==> config.mk <==
export PLATFORM = sky130hd
export DESIGN_NAME = huffman_decoder_flat
export DESIGN_NICKNAME = d
export VERILOG_FILES = /design/src/rtl/huffman_pkg.sv /design/src/rtl/huffman_dec_if.sv /design/src/rtl/huffman_decode_table.sv /design/src/rtl/huffman_decoder.sv /design/src/flat_wrapper.sv
export SDC_FILE = /design/constraint.sdc
export NUM_CORES = 1
export LEC_CHECK = 0
export ABC_CLOCK_PERIOD_IN_PS = 7200
export CELL_PAD_IN_SITES_DETAIL_PLACEMENT = 0
export CELL_PAD_IN_SITES_GLOBAL_PLACEMENT = 1
export CORE_MARGIN = 2
export CORE_UTILIZATION = 47
export CTS_BUF_LIST = sky130_fd_sc_hd__clkbuf_8 sky130_fd_sc_hd__clkbuf_16
export CTS_CLUSTER_DIAMETER = 100
export DETAILED_ROUTE_END_ITERATION = 7
export GPL_TIMING_DRIVEN = 1
export PLACE_DENSITY_LB_ADDON = 0.1
export SLEW_MARGIN = 20
export SYNTH_ARGS = -nofsm -noshare
export SYNTH_HDL_FRONTEND = slang
export SYNTH_SLANG_ARGS = --single-unit
==> constraint.sdc <==
create_clock -name clk -period 7.2 [get_ports clk]
set_clock_uncertainty 0.1 [all_clocks]
set_input_delay 1.44 -clock clk [delete_from_list [all_inputs] [get_ports clk]]
set_output_delay 1.44 -clock clk [all_outputs]
set_load 0.05 [all_outputs]
==> src/rtl/huffman_pkg.sv <==
// Shared Huffman definitions: codeword width, code table and decoder state encoding.
// Latency: n/a (constants and types only).
// Backpressure: n/a.
package huffman_pkg;

  localparam int MAX_LEN   = 10;
  localparam int LEN_W     = 4;
  localparam int NUM_CODES = 12;

  typedef enum logic [1:0] {
    COLLECT = 2'd0,
    HOLD    = 2'd1,
    ERR     = 2'd2
  } dec_state_t;

  // Codes are right-aligned: bit [len-1] is sent first and higher bits are zero.
  typedef struct packed {
    logic [MAX_LEN-1:0] code;
    logic [LEN_W-1:0]   len;
    logic [6:0]         ascii;
  } code_entry_t;

  // Prefix-free table. No all-ones prefix is assigned, so 10'b1111111111
  // (and every shorter run of ones) is guaranteed to miss.
  localparam code_entry_t CODE_TABLE [NUM_CODES] = '{
    '{10'b0000000110, 4'd3,  7'h20},  // ' '
    '{10'b0000000000, 4'd3,  7'h45},  // 'E'
    '{10'b0000000001, 4'd3,  7'h4C},  // 'L'
    '{10'b0000000100, 4'd4,  7'h48},  // 'H'
    '{10'b0000000101, 4'd4,  7'h4F},  // 'O'
    '{10'b0000000110, 4'd4,  7'h41},  // 'A'
    '{10'b0000000111, 4'd4,  7'h54},  // 'T'
    '{10'b0000010000, 4'd5,  7'h43},  // 'C'
    '{10'b0000010001, 4'd5,  7'h55},  // 'U'
    '{10'b0000010100, 4'd5,  7'h53},  // 'S'
    '{10'b0000010101, 4'd5,  7'h4E},  // 'N'
    '{10'b1110000000, 4'd10, 7'h5A}   // 'Z'
  };

endpackage

==> src/rtl/huffman_dec_if.sv <==
// Bit-in / symbol-out bundle of the Huffman decoder; sym_count exists only with HUFFMAN_DEC_STATS_EN.
// Latency: n/a (wiring only).
// Backpressure: bit_ready throttles the bit source, ascii_ready throttles symbol delivery.
interface huffman_dec_if;

  logic       bit_in;
  logic       bit_valid;
  logic       bit_ready;
  logic       flush;
  logic [6:0] ascii_out;
  logic       ascii_valid;
  logic       ascii_ready;
  logic       error;
`ifdef HUFFMAN_DEC_STATS_EN
  logic [15:0] sym_count;

  modport master (
    output bit_in, bit_valid, flush, ascii_ready,
    input  bit_ready, ascii_out, ascii_valid, error, sym_count
  );

  modport slave (
    input  bit_in, bit_valid, flush, ascii_ready,
    output bit_ready, ascii_out, ascii_valid, error, sym_count
  );
`else
  modport master (
    output bit_in, bit_valid, flush, ascii_ready,
    input  bit_ready, ascii_out, ascii_valid, error
  );

  modport slave (
    input  bit_in, bit_valid, flush, ascii_ready,
    output bit_ready, ascii_out, ascii_valid, error
  );
`endif

endinterface

==> src/rtl/huffman_decode_table.sv <==
// Combinational codeword lookup: {code, len} -> {hit, ascii} against the shared code table.
// Latency: 0 cycles (pure combinational).
// Backpressure: none; caller decides when the result is used.
module huffman_decode_table
  import huffman_pkg::*;
#(
  parameter int CODE_W = 11,
  parameter int CNT_W  = 4
) (
  input  logic [CODE_W-1:0] i_code,
  input  logic [CNT_W-1:0]  i_len,
  output logic              o_hit,
  output logic [6:0]        o_ascii
);

  // Scan every entry; the table is prefix-free so at most one can match.
  always_comb begin
    o_hit   = 1'b0;
    o_ascii = '0;
    for (int i = 0; i < NUM_CODES; i++) begin
      if ((i_len == CNT_W'(CODE_TABLE[i].len)) &&
          (i_code == CODE_W'(CODE_TABLE[i].code))) begin
        o_hit   = 1'b1;
        o_ascii = CODE_TABLE[i].ascii;
      end
    end
  end

endmodule

==> src/rtl/huffman_decoder.sv <==
// Serial Huffman decoder, MSB-first bits in, 7-bit ASCII out; HUFFMAN_DEC_STATS_EN adds a 16-bit symbol counter.
// Latency: symbol valid on the edge that accepts its last bit; one HOLD handoff cycle per symbol.
// Backpressure: bit_ready drops while a symbol is pending or in error; ascii_out is held until accepted.
module huffman_decoder
  import huffman_pkg::*;
#(
  parameter int MAX_LEN = huffman_pkg::MAX_LEN,
  parameter int CNT_W   = 4
) (
  input  logic          clk,
  input  logic          rst_n,
  huffman_dec_if.slave  dec
);

  dec_state_t         r_state;
  dec_state_t         w_state_nxt;
  logic [MAX_LEN-1:0] r_acc;
  logic [CNT_W-1:0]   r_len;
  logic [6:0]         r_ascii;
  logic               r_ascii_vld;

  logic [MAX_LEN:0]   w_code;
  logic [CNT_W-1:0]   w_len;
  logic               w_hit;
  logic [6:0]         w_sym;
  logic               w_last;
  logic               w_bit_rdy;
  logic               w_err;
  logic               w_bit_acc;
  logic               w_out_hs;

  // Lookup sees the prefix as it will be after this bit shifts in.
  assign w_code    = {r_acc, dec.bit_in};
  assign w_len     = r_len + CNT_W'(1);
  assign w_last    = (w_len == CNT_W'(MAX_LEN));
  assign w_bit_acc = dec.bit_valid && w_bit_rdy;
  assign w_out_hs  = r_ascii_vld && dec.ascii_ready;

  huffman_decode_table #(
    .CODE_W (MAX_LEN + 1),
    .CNT_W  (CNT_W)
  ) u_table (
    .i_code  (w_code),
    .i_len   (w_len),
    .o_hit   (w_hit),
    .o_ascii (w_sym)
  );

  // State register.
  always_ff @(posedge clk or negedge rst_n) begin
    if (!rst_n) begin
      r_state <= COLLECT;
    end else begin
      r_state <= w_state_nxt;
    end
  end

  // Next-state: flush wins over everything, ERR is left only by flush or reset.
  always_comb begin
    w_state_nxt = r_state;
    if (dec.flush) begin
      w_state_nxt = COLLECT;
    end else begin
      case (r_state)
        COLLECT: begin
          if (dec.bit_valid) begin
            if (w_hit) begin
              w_state_nxt = HOLD;
            end else if (w_last) begin
              w_state_nxt = ERR;
            end
          end
        end
        HOLD:    if (w_out_hs) w_state_nxt = COLLECT;
        ERR:     w_state_nxt = ERR;
        default: w_state_nxt = COLLECT;
      endcase
    end
  end

  // State-decoded outputs; bit_ready depends on the state register only.
  always_comb begin
    w_bit_rdy = 1'b0;
    w_err     = 1'b0;
    case (r_state)
      COLLECT: w_bit_rdy = 1'b1;
      ERR:     w_err     = 1'b1;
      default: ;
    endcase
  end

  // Accumulator and output symbol register.
  always_ff @(posedge clk or negedge rst_n) begin
    if (!rst_n) begin
      r_acc       <= '0;
      r_len       <= '0;
      r_ascii     <= '0;
      r_ascii_vld <= 1'b0;
    end else if (dec.flush) begin
      r_acc       <= '0;
      r_len       <= '0;
      r_ascii_vld <= 1'b0;
    end else begin
      if (w_bit_acc) begin
        if (w_hit) begin
          r_ascii     <= w_sym;
          r_ascii_vld <= 1'b1;
          r_acc       <= '0;
          r_len       <= '0;
        end else if (w_last) begin
          r_acc <= '0;
          r_len <= '0;
        end else begin
          r_acc <= w_code[MAX_LEN-1:0];
          r_len <= w_len;
        end
      end
      if (w_out_hs) begin
        r_ascii_vld <= 1'b0;
      end
    end
  end

  assign dec.bit_ready   = w_bit_rdy;
  assign dec.error       = w_err;
  assign dec.ascii_out   = r_ascii;
  assign dec.ascii_valid = r_ascii_vld;

`ifdef HUFFMAN_DEC_STATS_EN
  logic [15:0] r_sym_cnt;

  // Count delivered symbols; wraps naturally, a flushed symbol is not counted.
  always_ff @(posedge clk or negedge rst_n) begin
    if (!rst_n) begin
      r_sym_cnt <= '0;
    end else if (dec.flush) begin
      r_sym_cnt <= '0;
    end else if (w_out_hs) begin
      r_sym_cnt <= r_sym_cnt + 16'd1;
    end
  end

  assign dec.sym_count = r_sym_cnt;
`endif

endmodule
==> src/flat_wrapper.sv <==
// flat-port wrapper written by rule: the top's interface ports become plain ports
module huffman_decoder_flat import huffman_pkg::*;
#(
  parameter int MAX_LEN = huffman_pkg::MAX_LEN,
  parameter int CNT_W   = 4
)
  (clk, rst_n, dec_bit_in, dec_bit_valid, dec_flush, dec_ascii_ready, dec_bit_ready, dec_ascii_out, dec_ascii_valid, dec_error);
  huffman_dec_if dec_i ();
  input  logic clk;
  input  logic rst_n;
  input wire logic [$bits(dec_i.bit_in)-1:0] dec_bit_in;
  input wire logic [$bits(dec_i.bit_valid)-1:0] dec_bit_valid;
  input wire logic [$bits(dec_i.flush)-1:0] dec_flush;
  input wire logic [$bits(dec_i.ascii_ready)-1:0] dec_ascii_ready;
  output wire logic [$bits(dec_i.bit_ready)-1:0] dec_bit_ready;
  output wire logic [$bits(dec_i.ascii_out)-1:0] dec_ascii_out;
  output wire logic [$bits(dec_i.ascii_valid)-1:0] dec_ascii_valid;
  output wire logic [$bits(dec_i.error)-1:0] dec_error;
  assign dec_i.bit_in = dec_bit_in;
  assign dec_i.bit_valid = dec_bit_valid;
  assign dec_i.flush = dec_flush;
  assign dec_i.ascii_ready = dec_ascii_ready;
  assign dec_bit_ready = dec_i.bit_ready;
  assign dec_ascii_out = dec_i.ascii_out;
  assign dec_ascii_valid = dec_i.ascii_valid;
  assign dec_error = dec_i.error;
  huffman_decoder #(.MAX_LEN(MAX_LEN), .CNT_W(CNT_W)) u_core (.clk(clk), .rst_n(rst_n), .dec(dec_i));
endmodule
==> metrics.txt <==
dpl hpwl 2560 µm; peak supply drop between 0.09 and 0.1 mV; Clock Root Buffer clkbuf_8; Power Density 173 nW/µm²; global-route wire length before repair between 6000 and 7000 µm; Area after DPL roughly 1800 µm²; I/O pin cnt 16; Worst path max stage delay 0.70 ns; sequential cell area fraction in the yosys report 37.7%; most frequent cell after synthesis dfrtp_1; via count 1,315; vias per cell 5.92; final weighted congestion in routability-driven placement 0.866; initial antenna violation count 0; final wirelength 3480 µm; Syn-to-layout area delta 14.2%; status finished, final reports clean; Post-synth EDFFs 0; CTS tree built; Antenna diodes 0; Synth Net Count 174; Critical Path RT 7.25 ns; async set-or-reset flop fraction in the synthesized netlist 100%; cell area after synthesis 1590 µm²; WP data arrival 3.58 ns; nets 188; H-tree depth 1; top post-synthesis cells by area dfrtp_1 (38%), a22o_1 (6.1%), mux2_2 (4.2%); setup ws final 3.67 ns; Crit Path Class input pin to register; FF+latch count, synth 24; Slew Viols, Final 0; main flop type after synthesis dfrtp_1; layout cell share with drive strength beyond 1 12.5%; Buffers on Ports 15; number of global-route vias before repair 1,308; post-synth top area share 37.7%; # Post-CTS Setup Buffers 0; core footprint 3280 µm²; CTS sink count 24; measured slew at the worst slew-check pin 1.12 ns; endpoint class of the critical path register; final setup vio count 0; die width 62.2 µm; clk slew on worst S/H paths around 0.080 ns; Hold Fails Final Rpt 0; cell taking the most area after synthesis dfrtp_1; Avg Synthesized Cell Area 9.76 µm²; largest net degree at the start of global routing 25; post-synthesis cell count 163; Leak 0.759 nW; crit path time final 3.53 ns; Tcrit/Tclk final 49.1%; GRT Overall Usage 19.5%; unrepaired setup endpoints after global routing no; pre-CTS WS 3.41 ns; CTS Hold Bufs 0; Synth cell types 47; Max Fclk approximately 0.28 GHz; Fin Setup TNS 0 ns; TritonCTS Buffers 3; Initial Utilization between 40% and 50%; DRC 0; relative slew slack 25.0%; element type at the critical path start input pin; WP buf/inv 1; post-DR wirelength/cell 15.7 µm; die area ~3900 µm²; Finished Layout Cells 222; top post-synthesis cells by count dfrtp_1 (24), nand2_1 (15), a22o_1 (11); GRT Residual Overflow 0; Site Rows 21; maximum clock path buffer count 2; Routed Antenna Nets 0; post-cts repair resize count 0; placed insts 218; maxcap violations 0; CP max stage cell clkdlybuf4s50_1; worst skew pair latency between 0.2 and 0.3 ns; largest delay contributor family on the critical path compound AO/OA/AOI/OAI gates; crit-path max FO 12; synthesis warning total 0; first drt pass iteration count 4; finished layout cell area 1820 µm²; Iter 0 DRT Violations just over 70; worst min path class register to register; chip height 62.2 µm; CP cell instances clkdlybuf4s50_1, nand2b_1, a2111oi_4, a2111oi_0, a211o_1, mux2_4
final timing paths:
| path | startpoint | end | slack [ns] | depth (start not counted) |
|---|---|---|---|---|
| setup / recovery | dec_bit_in | u_core.dec.ascii_out[3]$_DFFE_PN0P_ | 3.67 | 6 |
| hold / removal | u_core.dec.ascii_out[6]$_DFFE_PN0P_ | u_core.dec.ascii_out[6]$_DFFE_PN0P_ | 0.38 | 1 |
| setup reg to reg | u_core.r_len[0]$_DFFE_PN0P_ | u_core.dec.ascii_out[3]$_DFFE_PN0P_ | 4.23 | 7 |
| hold reg to reg | u_core.dec.ascii_out[6]$_DFFE_PN0P_ | u_core.dec.ascii_out[6]$_DFFE_PN0P_ | 0.38 | 1 |
| max in group asynchronous | rst_n | u_core.dec.ascii_out[2]$_DFFE_PN0P_ | 5.57 | 1 |
| min in group asynchronous | rst_n | u_core.r_acc[8]$_DFFE_PN0P_ | 1.05 | 1 |
power breakdown:
group,leakage [nW],total [W],internal [W],switching (W)
Sequential,0.330,0.000150,0.000142,0.00000796
Clock,0.0288,0.0000930,0.0000488,0.0000441
Combinational,0.400,0.0000710,0.0000259,0.0000451
Total,0.759,0.000314,0.000217,0.0000972
registers in the layout, indices dropped and copies added (netlist names):
register / cells
u_core.r_len: 4
u_core.r_state: 2
u_core.dec.ascii_valid: 1
u_core.r_acc: 10
u_core.dec.ascii_out: 7
cell families after synthesis:
logic type                 Yosys count  share of synthesized area [%]
AOI/OAI and AO/OA                   49                           27.0
buffers and inverters               11                           3.14
DFF                                 24                           37.7
and+or+nand+nor                     67                           23.0
adders and majority gates            5                           3.93
muxes                                7                           5.19
metrics by stage:
stage / utilization [%] / power (W) / hold slack, ns
after floorplan: - / 0.000201 / 0.342
after global placement: 53.8 / 0.000223 / 0.361
after detailed placement: 53.8 / 0.000224 / 0.364
after CTS: 55.5 / 0.000316 / 0.383
after global routing: 55.4 / 0.000331 / 0.400
final: 55.4 / 0.000314 / 0.383
layout by cell type (no fill, tap or decap), types with 2 or more instances in the layout:
| cell type | count |
|---|---|
| a2111oi_0 | 2 |
| and3_1 | 2 |
| a21o_1 | 5 |
| ha_1 | 5 |
| o2bb2ai_1 | 2 |
| or3_1 | 2 |
| nor2b_1 | 4 |
| a2111oi_4 | 2 |
| nor3_1 | 10 |
| nand2_1 | 15 |
| mux2_2 | 6 |
| nor3b_1 | 2 |
| a22o_1 | 11 |
| inv_1 | 5 |
| a21oi_1 | 6 |
| clkdlybuf4s50_1 | 14 |
| nand3b_1 | 2 |
| nand3_1 | 8 |
| nand2b_1 | 5 |
| dfrtp_1 | 24 |
| clkbuf_8 | 4 |
| nor2_1 | 8 |
| o21ai_0 | 4 |
| a211o_1 | 5 |
layout make-up:
cell class	count	area, µm²
clock buffer	4	55.1
sequential	24	601
timing repair buffer	15	145
fill	297	1470
tap	46	57.6
multi-input combinational	128	941
inverter	5	18.8
layer usage:
metal | vias to the layer above | wire length [µm] | track usage, %
li1 | 645 | - | -
met1 | 645 | 1740 | 27.7
met2 | 21 | 1610 | 31.9
met3 | 4 | 101 | 2.54
met4 | 0 | 30 | 4.44
met5 | - | 0 | 0
(Power assumes the default switching activity.)
